==> src/rtl/mem_port_arbiter.sv <==
// Two-requester arbiter for the shared instruction/data memory with wait states.
// Define ARB_FIXED_PRIORITY_EN for core-first arbitration instead of round robin.
module mem_port_arbiter #(
   parameter int WIDTH       = 32,
   parameter int WAIT_CYCLES = 1
) (
   input  logic             clk,
   input  logic             reset,
   input  logic             c_req,
   input  logic             c_we,
   input  logic [WIDTH-1:0] c_adr,
   input  logic [WIDTH-1:0] c_wdata,
   output logic [WIDTH-1:0] c_rdata,
   output logic             c_ack,
   input  logic             d_req,
   input  logic             d_we,
   input  logic [WIDTH-1:0] d_adr,
   input  logic [WIDTH-1:0] d_wdata,
   output logic [WIDTH-1:0] d_rdata,
   output logic             d_ack,
   output logic             m_en,
   output logic             m_we,
   output logic [WIDTH-1:0] m_adr,
   output logic [WIDTH-1:0] m_wdata,
   input  logic [WIDTH-1:0] m_rdata,
   output logic             busy,
   output logic             grant
);

   localparam logic [3:0] LAST = 4'(WAIT_CYCLES);

   typedef enum logic [1:0] {IDLE, ACCESS, RESP} state_t;

   state_t           state, state_nx;
   logic [3:0]       cnt;
   logic             last;
   logic             any_req;
   logic             win;
   logic             take;
   logic             we_q;
   logic [WIDTH-1:0] adr_q;
   logic [WIDTH-1:0] wdata_q;
   logic [WIDTH-1:0] rdata_q;

   assign any_req = c_req | d_req;
   assign last    = (cnt == LAST);
   assign take    = (state == IDLE) & any_req;

`ifdef ARB_FIXED_PRIORITY_EN
   assign win = ~c_req;
`else
   // rr_last remembers the previous winner; reset to debug so the core wins first
   logic rr_last;

   assign win = (c_req & d_req) ? ~rr_last : d_req;

   always_ff @(posedge clk) begin
      if (reset)     rr_last <= 1'b1;
      else if (take) rr_last <= win;
   end
`endif

   always_ff @(posedge clk) begin
      if (reset) state <= IDLE;
      else       state <= state_nx;
   end

   always_comb begin
      state_nx = state;
      case (state)
         IDLE:    if (any_req) state_nx = ACCESS;
         ACCESS:  if (last) state_nx = RESP;
         RESP:    state_nx = IDLE;
         default: state_nx = IDLE;
      endcase
   end

   always_ff @(posedge clk) begin
      if (reset) begin
         cnt     <= '0;
         grant   <= 1'b0;
         we_q    <= 1'b0;
         adr_q   <= '0;
         wdata_q <= '0;
         rdata_q <= '0;
      end else if (take) begin
         cnt     <= '0;
         grant   <= win;
         we_q    <= win ? d_we : c_we;
         adr_q   <= win ? d_adr : c_adr;
         wdata_q <= win ? d_wdata : c_wdata;
      end else if (state == ACCESS) begin
         if (!last)     cnt <= cnt + 4'd1;
         else if (!we_q) rdata_q <= m_rdata;
      end
   end

   // memory sees only the registered copy, and only while accessing
   assign m_en    = (state == ACCESS);
   assign m_we    = m_en & we_q;
   assign m_adr   = m_en ? adr_q : '0;
   assign m_wdata = m_en ? wdata_q : '0;
   assign busy    = (state == ACCESS) | (state == RESP);
   assign c_ack   = (state == RESP) & ~grant;
   assign d_ack   = (state == RESP) & grant;
   assign c_rdata = rdata_q;
   assign d_rdata = rdata_q;

endmodule

==> config.mk <==
export PLATFORM = sky130hd
export DESIGN_NAME = mem_port_arbiter
export DESIGN_NICKNAME = d
export VERILOG_FILES = /design/src/rtl/mem_port_arbiter.sv
export SDC_FILE = /design/constraint.sdc
export NUM_CORES = 1
export LEC_CHECK = 0
export ABC_AREA = 1
export BUFFER_PORTS_ARGS = -buffer_cell sky130_fd_sc_hd__buf_4
export CAP_MARGIN = 0
export CORE_MARGIN = 1.5
export CORE_UTILIZATION = 40
export CTS_CLUSTER_DIAMETER = 200
export DETAILED_ROUTE_END_ITERATION = 12
export PLACE_DENSITY = 0.71
export SLEW_MARGIN = 20
export SYNTH_ARGS = -nofsm -noshare
export SYNTH_HDL_FRONTEND = slang
export SYNTH_SLANG_ARGS = --single-unit
==> constraint.sdc <==
create_clock -name clk -period 2.5 [get_ports clk]
set_clock_uncertainty 0.1 [all_clocks]
set_input_delay 0 -clock clk [delete_from_list [all_inputs] [get_ports clk]]
set_output_delay 0 -clock clk [all_outputs]
set_load 0.005 [all_outputs]
## Word-level counts from Yosys, hierarchy flattened

Index checks and enable logic that the tools add are counted.

- Bits of input ports: 166
- Logic and storage cells: 40
- Output and inout bits: 134
- Register bits after elaboration: 105

- Add/subtract/negate cells: 1
- Reduce and logical (&&, ||, !) cells: 5
- Bitwise gates (word level): 12
- Equality and inequality tests: 5
- Multiplexer cells: 9

Operators by type and width:

| kind | number |
|---|---|
| $mux W32 | 4 |
| $and A1 B1 Y1 | 5 |
| $not A1 Y1 | 5 |
| $add A4 B1 Y4 const B | 1 |
| $eq A4 B1 Y1 const B | 1 |
| $mux W2 | 2 |
| $pmux W2 S2 | 1 |
| $reduce_and A2 Y1 | 2 |
| $reduce_and A4 Y1 | 1 |
| $eq A2 B1 Y1 const B | 1 |
| $eq A2 B2 Y1 const B | 1 |
| $logic_not A2 Y1 | 1 |
| $mux W1 | 2 |
| $ne A2 B1 Y1 const B | 1 |
| $ne A2 B2 Y1 const B | 1 |
| $or A1 B1 Y1 | 2 |
| $reduce_or A2 Y1 | 1 |

## Logic depth before layout (Yosys ltp)

- Depth in word-level cells: 4
- Depth in mapped cells: 9

## Least setup slack after synthesis

OpenSTA, ideal clock, no wires.

- Path kind: register to register
- From: register state[0]
- To: register rdata_q[22], in the netlist c_rdata[22]
- Period minus slack after synthesis: 1,537 ps
- Stages on the path, launching flop included: 10
- Slack: 963 ps
- Arrival: 1,325 ps
- Data required time: 2,287 ps
- Cell sequence: dfxtp_1 > inv_1 > ha_1 > inv_1 > nor2_4 > nor2_2 > buf_2 > nand3_1 > nand2_1 > nor2_1

- Longest elaborated chain between the ends: 4
- Elaborated cells between the ends (all ways): 5

RTL lines:

| item | line | RTL |
|---|---|---|
| from (decl) | 34 | `state_t state, state_nx;` |
| from (signal assigned) | 65 | `else state <= state_nx;` |
| $logic_not A2 Y1 | 47 | `assign take = (state == IDLE) & any_req;` |
| $and A1 B1 Y1 | 47 |  |
| $not A1 Y1 (no line) | - |  |
| $reduce_and A4 Y1 (no line) (*) | - |  |
| to (signal assigned) | 94 | `else if (!we_q) rdata_q <= m_rdata;` |
| to (decl) | 43 | `logic [WIDTH-1:0] rdata_q;` |

Mark *: on every way between the ends. The rest lies on a longest branch, timed or not.
A chain may end at the register's enable or synchronous reset.

## Worst setup path after layout

- From: register state[0]
- To: register wdata_q[7]

- Longest elaborated chain between the ends: 2

RTL lines:

| item | line | RTL |
|---|---|---|
| $logic_not A2 Y1 | 47 |  |
| $and A1 B1 Y1 | 47 |  |
| to (signal assigned) | 91 | `wdata_q <= win ? d_wdata : c_wdata;` |
| to (decl) | 42 | `logic [WIDTH-1:0] wdata_q;` |

No other way between the ends.

==> flow_summary.yaml <==
status:
  status: "complete, no violations"
power_and_ir_drop:
  power_frac_seq: 0.356
  clockPowerShare: 0.231
  power.share.switching: 0.350
  peakVddDrop_mv: 0.494
  p_sw_uw: 2210
  p_leak_uw: 0.00499
  powerDensity_nw_per_um2: 663
  fin_total_pwr_uw: 6320
  power_frac_comb: 0.413
  p_int_uw: 4110
global_route:
  antenna_found_initial: 0
  grt_pass1_vias: 6407
  grt_max_degree: 65
  grt_overflow: 0
  grt.total_usage: 0.265
  grt_pass1_wl_mm: 30.8
synthesis:
  synth-main-ff-cell: "dfxtp_1"
  synth_top_area_share: 0.381
  synth_edf_count: 0
  synth_warnings: 0
  yosys.area.top_type: "dfxtp_1"
  synth_area_leaders: "dfxtp_1 38%, nand2_1 17%, o211ai_1 8.7%, inv_1 7.4%, buf_4 5.2%"
  synth.most_common_cell: "nand2_1"
  ys_seq_area_frac: 0.381
  synth_area_per_cell_um2: 6.90
  synth_seq_cells: 105
  ys_types: 28
  netlist_instances: 799
  synth_fp_nets: 972
  async_flop_share: 0
  ys_top_cells_by_count: "247 x nand2_1, 108 x inv_1, 105 x dfxtp_1"
  synth_area_um2: 5520
clock_network:
  path_clk_slew_ns: 0.08
  cts_tree: "built"
  cts.path.max_buffers: 2
  cts_buffers: 9
  clock_latency_ns: 0.35
  holdBufCountCts: 166
  root_buffer: "clkbuf_16"
  cts.sinks: 105
  cts_max_level: 3
  post_cts_buffers: 0
  ctsResizeCount: 0
sta:
  maxSlewViolCount: 0
  worst_slew_pin_slew_ns: 0.584
  max_freq_mhz: 435
  slew_headroom: 0.610
  final-setup-viol-count: 0
  period_needed_ns: 2.30
  final_hold_viol_count: 0
  setup_tns_ns: 0
  fin_ws_ns: 0.199
  rsz0062_at_grt: "false"
  fin_crit_sh: 0.920
critical_path:
  timing_worst_setup_path_type: "flip-flop to flip-flop"
  path_cells: "inv_1 -> ha_1 -> o21ai_4 -> nor2_4 -> buf_4 -> o211ai_1 -> dlygate4sd3_1 -> nand2_1"
  crit_required_ns: 2.70
  cp.arrival_ns: 2.50
  startpoint_type: "flip-flop"
  path_max_fanout: 33
  slowest_delay_ns: 0.62
  worstSetupEndpointType: "flip-flop"
  critPathSlowestCell: "dlygate4sd3_1"
route:
  post_drt_via_cell_ratio: 4.73
  drtIter0Drc: 263
  drtPass1Iterations: 5
  drcViolationCount: 0
  vias: 6575
  antenna_left: 0
  wl_per_cell_um: 14.3
  wirelength_mm: 19.8
floorplan:
  die_area_um2: 14500
  rows: 42
  fp.coreArea_um2: 13300
  initial_core_util: 0.413
  die_y_um: 120
  dieWidth_um: 120
  io_pins: 300
final_layout:
  nFillCells: 1043
  multi_input_area_um2: 2490
  syn_to_final_growth_pct: 72.8
  nNetsFinal: 1382
  fin_cells: 1390
  regArea_um2: 2100
  post-route-cell-area_um2: 9530
  antennaDiodeCount: 0
  drive_above_1_share: 0.292
place:
  dpl_cell_area_um2: 7570
  dpl.cell_count: 1208
  pre_cts_ws_ns: 0.734
  io_buffer_count: 299
  gp_congestion: 0.807
  dp_hpwl_mm: 11.9
flow_run:
  maxCapViolCount: 0
min_path:
  min_path_type: "flip-flop to flip-flop"
==> cell usage in the layout, fill, tap and decap left out <==
master	netlist	final
a21boi_0	1	1
o21ai_0	1	1
nand4_1	1	1
a21oi_1	6	6
inv_1	108	108
nor2_1	67	67
nand2_1	247	247
buf_4	38	310
nand3_2	1	1
nand2_2	2	2
o211ai_1	64	64
ha_2	0	1
or2_2	14	14
clkinvlp_4	0	1
dfxtp_1	105	105
a31oi_1	1	1
buf_12	0	1
or2_1	21	21
clkbuf_8	0	1
xnor2_1	1	1
bufinv_16	0	1
clkinv_2	0	4
nand3_1	36	36
nor2_4	4	4
or2_0	29	29
dlygate4sd3_1	0	166
o21ai_4	1	1
inv_2	2	2
clkbuf_16	0	9
ha_1	7	6
nor2_2	2	2
==> critical path: cells and delay by family (launching register included) <==
family	cells	cell delay, ns
buf+inv	3	1.08
flops	1	0.34
compound gates	2	0.29
simple gates	2	0.18
fa+ha+maj	1	0.26
==> power groups by stage <==
stage	combinational (uW)	clock, uW	sequential (uW)
3_3_place_gp	2130	0	2260
5_1_grt	2860	1550	2290
3_5_place_dp	2130	0	2270
4_1_cts	2560	1480	2230
2_1_floorplan	1310	0	2230
6_report	2610	1460	2250
==> state kept, by name (all words and copies together) (netlist names) <==
name	count
we_q	1
adr_q	32
rr_last	1
cnt	4
grant	1
wdata_q	32
c_rdata	32
state	2
==> metal layers <==
metal	part of all wire	track usage
met1	0.38	0.284
met2	0.51	0.482
met3	0.071	0.0594
met4	0.043	0.144
met5	0	0
==> stage by stage <==
step / hold slack (ns) / utilization
after floorplan: -0.0309 / -
after global placement: 0.148 / 0.567
after detailed placement: 0.151 / 0.567
after CTS: 0.354 / 0.714
after global routing: 0.374 / 0.714
final: 0.354 / 0.714
==> layout make-up <==
type / instances / share of cell area
Sequential cell: 105 / 0.221
Clock buffer: 10 / 0.0251
Inverter: 110 / 0.0433
Multi-Input combinational cell: 506 / 0.261
Timing Repair Buffer: 477 / 0.421
Clock inverter: 6 / 0.00604
Tap cell: 176 / 0.0231
==> final timing paths <==
path	cells past startpoint	start	to	slack, ns
setup / recovery	8	state[0]	wdata_q[7]	0.20
setup reg to reg	8	state[0]	wdata_q[7]	0.20
hold reg to reg	2	adr_q[24]	adr_q[24]	0.35
hold / removal	2	adr_q[24]	adr_q[24]	0.35
==> cell families (layout without fill, tap and decap cells) <==
logic type      after synthesis  after routing  share of synthesized area
fa+ha+maj                     7              7                     0.0159
compound gates               74             74                     0.0989
flops                       105            105                      0.381
buf+inv                     188            603                      0.168
xor+xnor                      1              1                    0.00159
simple gates                424            424                      0.335
No activity file was read; power rests on OpenSTA's default activity.
